`src/rtl/pkt_prior_sched_pkg.sv`:
```
// Shared packet definitions for the priority-queue scheduler slice.
//   PRIOR_WIDTH   : width of the priority field carried in every header
//   pkHeadInfo    : packet header presented by each ingress requester
//   sched_state_e : scheduler phase (FILL / DRAIN / WAIT)
package pkt_h;

  localparam int PRIOR_WIDTH = 8;

  typedef struct packed {
    logic [7:0]             src;
    logic [15:0]            len;
    logic [PRIOR_WIDTH-1:0] prior;
  } pkHeadInfo;

  typedef enum logic [1:0] {
    FILL  = 2'd0,
    DRAIN = 2'd1,
    WAIT  = 2'd2
  } sched_state_e;

endpackage

```
`src/rtl/pkt_prior_sched_if.sv`:
```
// Bus bundle between pkt_prior_sched and its surroundings.
//   ingress : req_valid / req_ready / req_info / req_data (one lane per requester)
//   enqueue : pq_en / pq_ready / pq_info / pq_data
//   dequeue : pq_deq_en / pq_out_valid / pq_out_data / pq_out_prior
//   egress  : eg_valid / eg_ready / eg_data / eg_prior
//   status  : grant_id / drain_active
// modport master = scheduler view, modport slave = environment view.
interface pkt_prior_sched_if #(
  parameter int NUM_REQ = 4,
  parameter int DWIDTH  = 64
);
  import pkt_h::*;

  localparam int IW = $clog2(NUM_REQ);

  logic [NUM_REQ-1:0]             req_valid;
  logic [NUM_REQ-1:0]             req_ready;
  pkHeadInfo [NUM_REQ-1:0]        req_info;
  logic [NUM_REQ-1:0][DWIDTH-1:0] req_data;

  logic                           pq_en;
  logic                           pq_ready;
  pkHeadInfo                      pq_info;
  logic [DWIDTH-1:0]              pq_data;

  logic                           pq_deq_en;
  logic                           pq_out_valid;
  logic [DWIDTH-1:0]              pq_out_data;
  logic [PRIOR_WIDTH-1:0]         pq_out_prior;

  logic                           eg_valid;
  logic                           eg_ready;
  logic [DWIDTH-1:0]              eg_data;
  logic [PRIOR_WIDTH-1:0]         eg_prior;

  logic [IW-1:0]                  grant_id;
  logic                           drain_active;

  modport master (
    input  req_valid, req_info, req_data, pq_ready,
           pq_out_valid, pq_out_data, pq_out_prior, eg_ready,
    output req_ready, pq_en, pq_info, pq_data, pq_deq_en,
           eg_valid, eg_data, eg_prior, grant_id, drain_active
  );

  modport slave (
    output req_valid, req_info, req_data, pq_ready,
           pq_out_valid, pq_out_data, pq_out_prior, eg_ready,
    input  req_ready, pq_en, pq_info, pq_data, pq_deq_en,
           eg_valid, eg_data, eg_prior, grant_id, drain_active
  );

endinterface

```
`src/rtl/pkt_prior_sched_arb.sv`:
```
// Combinational round-robin arbiter.
//   req     : request vector
//   ptr     : highest-priority index this cycle
//   gnt     : one-hot grant (all zero when no request)
//   gnt_idx : binary index of the granted requester
// The first set request at or after ptr, wrapping past NUM_REQ-1, wins.
module pkt_rr_arbiter #(
  parameter int NUM_REQ = 4,
  localparam int IW     = $clog2(NUM_REQ)
) (
  input  logic [NUM_REQ-1:0] req,
  input  logic [IW-1:0]      ptr,
  output logic [NUM_REQ-1:0] gnt,
  output logic [IW-1:0]      gnt_idx
);

  logic          found;
  logic [IW:0]   idx;

  always_comb begin
    gnt     = '0;
    gnt_idx = '0;
    found   = 1'b0;
    idx     = '0;
    for (int i = 0; i < NUM_REQ; i++) begin
      // one extra bit so ptr+i never overflows before the wrap
      idx = {1'b0, ptr} + (IW+1)'(i);
      if (idx >= (IW+1)'(NUM_REQ)) idx = idx - (IW+1)'(NUM_REQ);
      if (!found && req[idx[IW-1:0]]) begin
        found                = 1'b1;
        gnt[idx[IW-1:0]]     = 1'b1;
        gnt_idx              = idx[IW-1:0];
      end
    end
  end

endmodule

```
`src/rtl/pkt_prior_sched.sv`:
```
// Scheduler wrapped around the pkt_Priorer priority queue.
//   clk, rst : single clock, synchronous active-high reset
//   bus      : pkt_prior_sched_if.master (ingress, enqueue, dequeue, egress, status)
// FILL  : round-robin ingress onto the enqueue port (registered, held until pq_ready).
// DRAIN : issue single-cycle dequeues, at most DRAIN_BATCH per phase.
// WAIT  : wait for the queue's output and load it into the egress register.
module pkt_prior_sched #(
  parameter int NUM_REQ      = 4,
  parameter int DWIDTH       = 64,
  parameter int QDEPTH       = 16,
  parameter int DRAIN_BATCH  = 8,
  parameter int IDLE_TIMEOUT = 16
) (
  input  logic               clk,
  input  logic               rst,
  pkt_prior_sched_if.master  bus
);
  import pkt_h::*;

  localparam int IW = $clog2(NUM_REQ);
  localparam int OW = $clog2(QDEPTH+1);
  localparam int BW = $clog2(DRAIN_BATCH+1);
  localparam int TW = $clog2(IDLE_TIMEOUT+1);

  sched_state_e           state, state_nxt;
  logic [OW-1:0]          occ;
  logic [BW-1:0]          batch_cnt;
  logic [TW-1:0]          idle_cnt;
  logic [IW-1:0]          rr_ptr;
  logic [IW-1:0]          grant_id;

  logic                   pq_en;
  pkHeadInfo              pq_info;
  logic [DWIDTH-1:0]      pq_data;

  logic                   eg_valid;
  logic [DWIDTH-1:0]      eg_data;
  logic [PRIOR_WIDTH-1:0] eg_prior;

  logic [NUM_REQ-1:0]     gnt, req_ready;
  logic [IW-1:0]          gnt_idx;

  logic in_fill, full, occ_nz, enq_open, enq_hs, enq_xfer;
  logic idle_hit, batch_done, drain_done, eg_free, go_drain, deq, capture;

  pkt_rr_arbiter #(.NUM_REQ(NUM_REQ)) u_arb (
    .req     (bus.req_valid),
    .ptr     (rr_ptr),
    .gnt     (gnt),
    .gnt_idx (gnt_idx)
  );

  assign in_fill    = (state == FILL);
  assign full       = (occ == OW'(QDEPTH));
  assign occ_nz     = (occ != '0);
  // the payload register may be refilled when empty or emptying this cycle
  assign enq_open   = in_fill & (!pq_en | bus.pq_ready) & !full;
  assign req_ready  = enq_open ? gnt : '0;
  assign enq_hs     = |(bus.req_valid & req_ready);
  assign enq_xfer   = pq_en & bus.pq_ready;

  assign idle_hit   = (idle_cnt == TW'(IDLE_TIMEOUT));
  assign batch_done = (batch_cnt == BW'(DRAIN_BATCH));
  assign drain_done = batch_done | !occ_nz;
  assign eg_free    = !eg_valid | bus.eg_ready;

  // never switch phase with an enqueue still in flight
  assign go_drain   = in_fill & !pq_en &
                      (full | (!bus.pq_ready & occ_nz) | (idle_hit & occ_nz));
  assign deq        = (state == DRAIN) & !drain_done & eg_free;
  // queue output outside WAIT is ignored
  assign capture    = (state == WAIT) & bus.pq_out_valid;

  always_comb begin
    state_nxt = state;
    case (state)
      FILL:    if (go_drain) state_nxt = DRAIN;
      DRAIN:   if (drain_done) state_nxt = FILL;
               else if (deq)   state_nxt = WAIT;
      WAIT:    if (capture) state_nxt = drain_done ? FILL : DRAIN;
      default: state_nxt = FILL;
    endcase
  end

  always_ff @(posedge clk) begin
    if (rst) begin
      state     <= FILL;
      occ       <= '0;
      batch_cnt <= '0;
      idle_cnt  <= '0;
      rr_ptr    <= '0;
      grant_id  <= '0;
      pq_en     <= 1'b0;
      pq_info   <= '0;
      pq_data   <= '0;
      eg_valid  <= 1'b0;
      eg_data   <= '0;
      eg_prior  <= '0;
    end else begin
      state <= state_nxt;

      if (enq_hs) begin
        pq_en    <= 1'b1;
        pq_info  <= bus.req_info[gnt_idx];
        pq_data  <= bus.req_data[gnt_idx];
        grant_id <= gnt_idx;
        rr_ptr   <= (gnt_idx == IW'(NUM_REQ-1)) ? '0 : gnt_idx + 1'b1;
      end else if (enq_xfer) begin
        pq_en <= 1'b0;
      end

      case ({enq_xfer, deq})
        2'b10:   occ <= occ + 1'b1;
        2'b01:   occ <= occ - 1'b1;
        default: occ <= occ;
      endcase

      if (go_drain)  batch_cnt <= '0;
      else if (deq)  batch_cnt <= batch_cnt + 1'b1;

      // saturating count of request-free FILL cycles
      if (!in_fill || (|bus.req_valid)) idle_cnt <= '0;
      else if (!idle_hit)              idle_cnt <= idle_cnt + 1'b1;

      if (capture) begin
        eg_valid <= 1'b1;
        eg_data  <= bus.pq_out_data;
        eg_prior <= bus.pq_out_prior;
      end else if (bus.eg_ready) begin
        eg_valid <= 1'b0;
      end
    end
  end

  assign bus.req_ready    = req_ready;
  assign bus.pq_en        = pq_en;
  assign bus.pq_info      = pq_info;
  assign bus.pq_data      = pq_data;
  assign bus.pq_deq_en    = deq;
  assign bus.eg_valid     = eg_valid;
  assign bus.eg_data      = eg_data;
  assign bus.eg_prior     = eg_prior;
  assign bus.grant_id     = grant_id;
  assign bus.drain_active = (state != FILL);

endmodule

```
`src/flat_wrapper.sv`:
```
// flat-port wrapper written by rule: the top's interface ports become plain ports
module pkt_prior_sched_flat import pkt_h::*;
#(
  parameter int NUM_REQ      = 4,
  parameter int DWIDTH       = 64,
  parameter int QDEPTH       = 16,
  parameter int DRAIN_BATCH  = 8,
  parameter int IDLE_TIMEOUT = 16
)
  (clk, rst, bus_req_valid, bus_req_info, bus_req_data, bus_pq_ready, bus_pq_out_valid, bus_pq_out_data, bus_pq_out_prior, bus_eg_ready, bus_req_ready, bus_pq_en, bus_pq_info, bus_pq_data, bus_pq_deq_en, bus_eg_valid, bus_eg_data, bus_eg_prior, bus_grant_id, bus_drain_active);
  pkt_prior_sched_if #(.NUM_REQ(NUM_REQ), .DWIDTH(DWIDTH)) bus_i ();
  input  logic clk;
  input  logic rst;
  input wire logic [$bits(bus_i.req_valid)-1:0] bus_req_valid;
  input wire logic [$bits(bus_i.req_info)-1:0] bus_req_info;
  input wire logic [$bits(bus_i.req_data)-1:0] bus_req_data;
  input wire logic [$bits(bus_i.pq_ready)-1:0] bus_pq_ready;
  input wire logic [$bits(bus_i.pq_out_valid)-1:0] bus_pq_out_valid;
  input wire logic [$bits(bus_i.pq_out_data)-1:0] bus_pq_out_data;
  input wire logic [$bits(bus_i.pq_out_prior)-1:0] bus_pq_out_prior;
  input wire logic [$bits(bus_i.eg_ready)-1:0] bus_eg_ready;
  output wire logic [$bits(bus_i.req_ready)-1:0] bus_req_ready;
  output wire logic [$bits(bus_i.pq_en)-1:0] bus_pq_en;
  output wire logic [$bits(bus_i.pq_info)-1:0] bus_pq_info;
  output wire logic [$bits(bus_i.pq_data)-1:0] bus_pq_data;
  output wire logic [$bits(bus_i.pq_deq_en)-1:0] bus_pq_deq_en;
  output wire logic [$bits(bus_i.eg_valid)-1:0] bus_eg_valid;
  output wire logic [$bits(bus_i.eg_data)-1:0] bus_eg_data;
  output wire logic [$bits(bus_i.eg_prior)-1:0] bus_eg_prior;
  output wire logic [$bits(bus_i.grant_id)-1:0] bus_grant_id;
  output wire logic [$bits(bus_i.drain_active)-1:0] bus_drain_active;
  assign bus_i.req_valid = bus_req_valid;
  assign bus_i.req_info = bus_req_info;
  assign bus_i.req_data = bus_req_data;
  assign bus_i.pq_ready = bus_pq_ready;
  assign bus_i.pq_out_valid = bus_pq_out_valid;
  assign bus_i.pq_out_data = bus_pq_out_data;
  assign bus_i.pq_out_prior = bus_pq_out_prior;
  assign bus_i.eg_ready = bus_eg_ready;
  assign bus_req_ready = bus_i.req_ready;
  assign bus_pq_en = bus_i.pq_en;
  assign bus_pq_info = bus_i.pq_info;
  assign bus_pq_data = bus_i.pq_data;
  assign bus_pq_deq_en = bus_i.pq_deq_en;
  assign bus_eg_valid = bus_i.eg_valid;
  assign bus_eg_data = bus_i.eg_data;
  assign bus_eg_prior = bus_i.eg_prior;
  assign bus_grant_id = bus_i.grant_id;
  assign bus_drain_active = bus_i.drain_active;
  pkt_prior_sched #(.NUM_REQ(NUM_REQ), .DWIDTH(DWIDTH), .QDEPTH(QDEPTH), .DRAIN_BATCH(DRAIN_BATCH), .IDLE_TIMEOUT(IDLE_TIMEOUT)) u_core (.clk(clk), .rst(rst), .bus(bus_i));
endmodule
```
`config.mk`:
```
export PLATFORM = sky130hd
export DESIGN_NAME = pkt_prior_sched_flat
export DESIGN_NICKNAME = d
export VERILOG_FILES = /design/src/rtl/pkt_prior_sched_pkg.sv /design/src/rtl/pkt_prior_sched_if.sv /design/src/rtl/pkt_prior_sched_arb.sv /design/src/rtl/pkt_prior_sched.sv /design/src/flat_wrapper.sv
export SDC_FILE = /design/constraint.sdc
export NUM_CORES = 1
export LEC_CHECK = 0
export CORE_AREA = 2 2 252 254
export CTS_BUF_LIST = sky130_fd_sc_hd__clkbuf_8
export CTS_CLUSTER_SIZE = 20
export DETAILED_ROUTE_END_ITERATION = 7
export DIE_AREA = 0 0 254 256
export MAX_ROUTING_LAYER = met4
export PLACE_DENSITY = 0.39
export SLEW_MARGIN = 30
export SYNTH_ARGS = -nofsm -noshare
export SYNTH_HDL_FRONTEND = slang
export SYNTH_SLANG_ARGS = --single-unit
```
`constraint.sdc`:
```
create_clock -name clk -period 8.82 [get_ports clk]
set_clock_uncertainty 0.05 [all_clocks]
set_input_delay 1.764 -clock clk [delete_from_list [all_inputs] [get_ports clk]]
set_output_delay 1.764 -clock clk [all_outputs]
set_load 0.02 [all_outputs]
```
==> results by group <==
Route
  – Drt wl/cell: ~22 µm
  – DRT iter0 DRCs: 549
  – Final wirelength: 53770 µm
  – Max layer used: met4
  – Post-Route M1 WL: between 20000 and 25000 µm
  – First-pass detailed-route iteration total: 5
  – Via Count: around 11000
  – Remaining DRCs: 0
  – WL met3: roughly 4400 µm
  – Post-DRT Antenna Nets: 0
  – Routed vias/inst: approximately 4.5
  – Metal2 WL: about 27000 µm

Clock tree
  – Num Clock Sinks: 190
  – H-tree levels: 4
  – CTS clk-pin slew, worst paths: 0.10 ns
  – Inserted Clock Buffers: 17
  – CTS max path bufs: 2
  – Worst skew pair latency: between 0.5 and 0.6 ns
  – Cts hold-fix bufs: 0
  – Post-CTS Resized: 0
  – CTS root buf: clkbuf_8
  – CTS tree: yes
  – Post-CTS setup buffers: 0

Finish
  – Number of fill cells in the layout: 6585
  – Most common cell after layout, fill and taps aside: clkdlybuf4s50_1
  – Layout Nets: roughly 2000
  – Layout area overhead: 70.23%
  – Layout cells sized above 1: 0.1013
  – Post-Layout Cell Count: about 2400
  – Most frequent cells in the layout: clkdlybuf4s50_1, dfxtp_1, nand2_1
  – Final core occ: 0.2905

Timing
  – Final setup TNS: 0 ns
  – Period utilisation layout: 0.7113
  – Slew headroom: 0.3566
  – Fmax: ~160 MHz
  – Fin crit period: roughly 6.3 ns
  – Final setup fails: 0
  – RSZ-0062 raised after global routing: no
  – Final Hold Fails: 0
  – Worst Setup Slack, final: about 2.5 ns
  – Slew @ Worst Pin: 0.9651 ns
  – Pins Over Slew Limit: 0

Logic synthesis
  – Seq/Total Area, Yosys: 0.3573
  – Synth Register Bits: 190
  – Cell Area, Synth: 10650 µm²
  – Ys async rst share: 0
  – Primary FF master, synth: dfxtp_1
  – Number of flops mapped to enable cells by yosys: 0
  – Mapped Cells: 1003
  – Synth Warn #: 0
  – Syn avg cell area: ~11 µm²
  – Library cells used by synthesis: between 50 and 60
  – Mapped Nets: ~1500

Power
  – Comb pwr share: 0.575
  – Sw Share: 0.4302
  – Power after layout: between 0.003 and 0.004 W
  – Pwr Density: ~220 nW/µm²
  – Internal Power: roughly 0.0023 W
  – Leak: about 7.6 nW
  – Net switching power: 0.001703 W
  – Sequential group share of total power: 0.270
  – Clock power frac: 0.155
  – Worst IR Drop VDD: roughly 0.00011 V

Place
  – DP Cell Count: roughly 2400
  – Final HPWL DP: 40870 µm
  – Final GP Congestion: between 0.8 and 0.9
  – Pre-CTS WS: ~2.6 ns
  – Port Buffers: ~640

Floorplan
  – IO Pins: between 600 and 700
  – Core area: 62390 µm²
  – Die area: around 65000 µm²
  – Initial Util: 0.1706
  – Die width: roughly 250 µm
  – DIE HEIGHT: 256 µm
  – # rows: 92

Critical path
  – Critical path class: input pin to output pin
  – WP data arrival: between 4 and 5 ns
  – CP endpoint kind: output pin
  – Crit-path max FO: 18
  – WP data required: 7.01 ns
  – Worst setup SP type: input pin

Job
  – Max_cap viols: 0

Global route
  – Largest net degree at the start of global routing: 108
  – Initial antenna violation count: 11
  – Grt ovf: 0
  – Vias in the first global route: ~11000
  – Total GRT Usage: 0.1652
  – Global-route wire length before repair: between 70000 and 80000 µm

Min path
  – Class of the worst hold path: flop to flop

Outcome
  – Status: finished, final reports clean
cell families after synthesis:
family / share of synthesized area
compound gates: 0.2470
simple gates: 0.09002
flops: 0.3573
buf+inv: 0.06194
mux: 0.2152
fa+ha+maj: 0.01951
xor+xnor: 0.009049
registers in the layout (all words and copies together) (netlist names), named ones only:
register,flops
u_core.bus.grant_id,2
u_core.idle_cnt,5
u_core.bus.pq_en,1
u_core.bus.pq_data,64
u_core.bus.pq_info,32
u_core.occ,5
u_core.batch_cnt,4
u_core.bus.eg_data,64
u_core.rr_ptr,1
u_core.state,2
u_core.bus.eg_valid,1
u_core.bus.eg_prior,8
synthesized netlist by cell type (all sizes together) (2+ instances only):
cell type  count  area [µm²]
dfxtp        190        3804
nand2        160       600.6
mux4          99        2230
o211a         97       970.9
a41o          96       960.9
a21oi         91       455.4
clkbuf        79       304.0
buf           40       276.5
nor2          28       105.1
inv           21       78.83
ha            15       187.7
nor3           8       40.04
nand3          7       40.04
nand2b         6       37.54
o21ai          6       30.03
xor2           6       52.55
a222oi         5       50.05
mux2i          5       50.05
xnor2          5       43.79
nand4          4       25.02
a211oi         3       22.52
nor2b          3       26.27
a21o           2       15.01
a221oi         2       23.77
a22o           2       17.52
a22oi          2       15.01
nor3b          2       15.01
nor4           2       12.51
or4            2       15.01
through the flow:
stage          hold slack, ns  cell area (µm²)
6_report               0.4071            18120
5_1_grt                0.4274            18120
4_1_cts                0.4105            18100
3_5_place_dp           0.3965            17720
3_3_place_gp           0.3916            17720
2_1_floorplan          0.3867            10650
final timing paths:
| kind | from | to | slack (ns) | cells after the start |
|---|---|---|---|---|
| worst min-delay path | u_core.bus.eg_data[36] | u_core.bus.eg_data[36] | 0.41 | 2 |
| worst max register to register | flop | flop | 4.24 | 10 |
| worst min register to register | u_core.bus.eg_data[36] | u_core.bus.eg_data[36] | 0.41 | 2 |
| worst max-delay path | bus_req_valid[0] | bus_req_ready[2] | 2.55 | 7 |
layout make-up:
class,count,area [µm²],area share
Inverter,21,86.33,0.004764
Tap cell,846,1059,0.05841
Timing Repair Buffer,655,6531,0.3604
Clock inverter,14,150.1,0.008284
Antenna cell,8,20.02,0.001105
Sequential cell,190,3804,0.2099
Clock buffer,17,234.0,0.01291
Multi-Input combinational cell,673,6240,0.3443
power groups by stage:
| stage | logic, W | clock network (W) | registers (W) |
|---|---|---|---|
| 6_report | 0.00228 | 0.000612 | 0.00107 |
| 4_1_cts | 0.00233 | 0.000659 | 0.00107 |
| 2_1_floorplan | 0.00131 | 0 | 0.00121 |
| 3_3_place_gp | 0.00232 | 0 | 0.00109 |
| 5_1_grt | 0.00244 | 0.000680 | 0.00109 |
| 3_5_place_dp | 0.00232 | 0 | 0.00109 |
per-layer routing:
layer | up-vias | global-route usage
met5 | - | -
met4 | 0 | 0.05196
met3 | 41 | 0.05451
met2 | 427 | 0.2801
met1 | 5326 | 0.1819
li1 | 5022 | -
worst max-delay path: stages:
cell and delay, ns:
clkdlybuf4s50_1 0.76, nand2b_1 0.30, mux4_2 0.49, nor2_1 0.20, a222oi_1 0.15, a21oi_1 0.14, clkdlybuf4s50_1 0.65
Note: power is estimated with default switching activity, not from simulation.
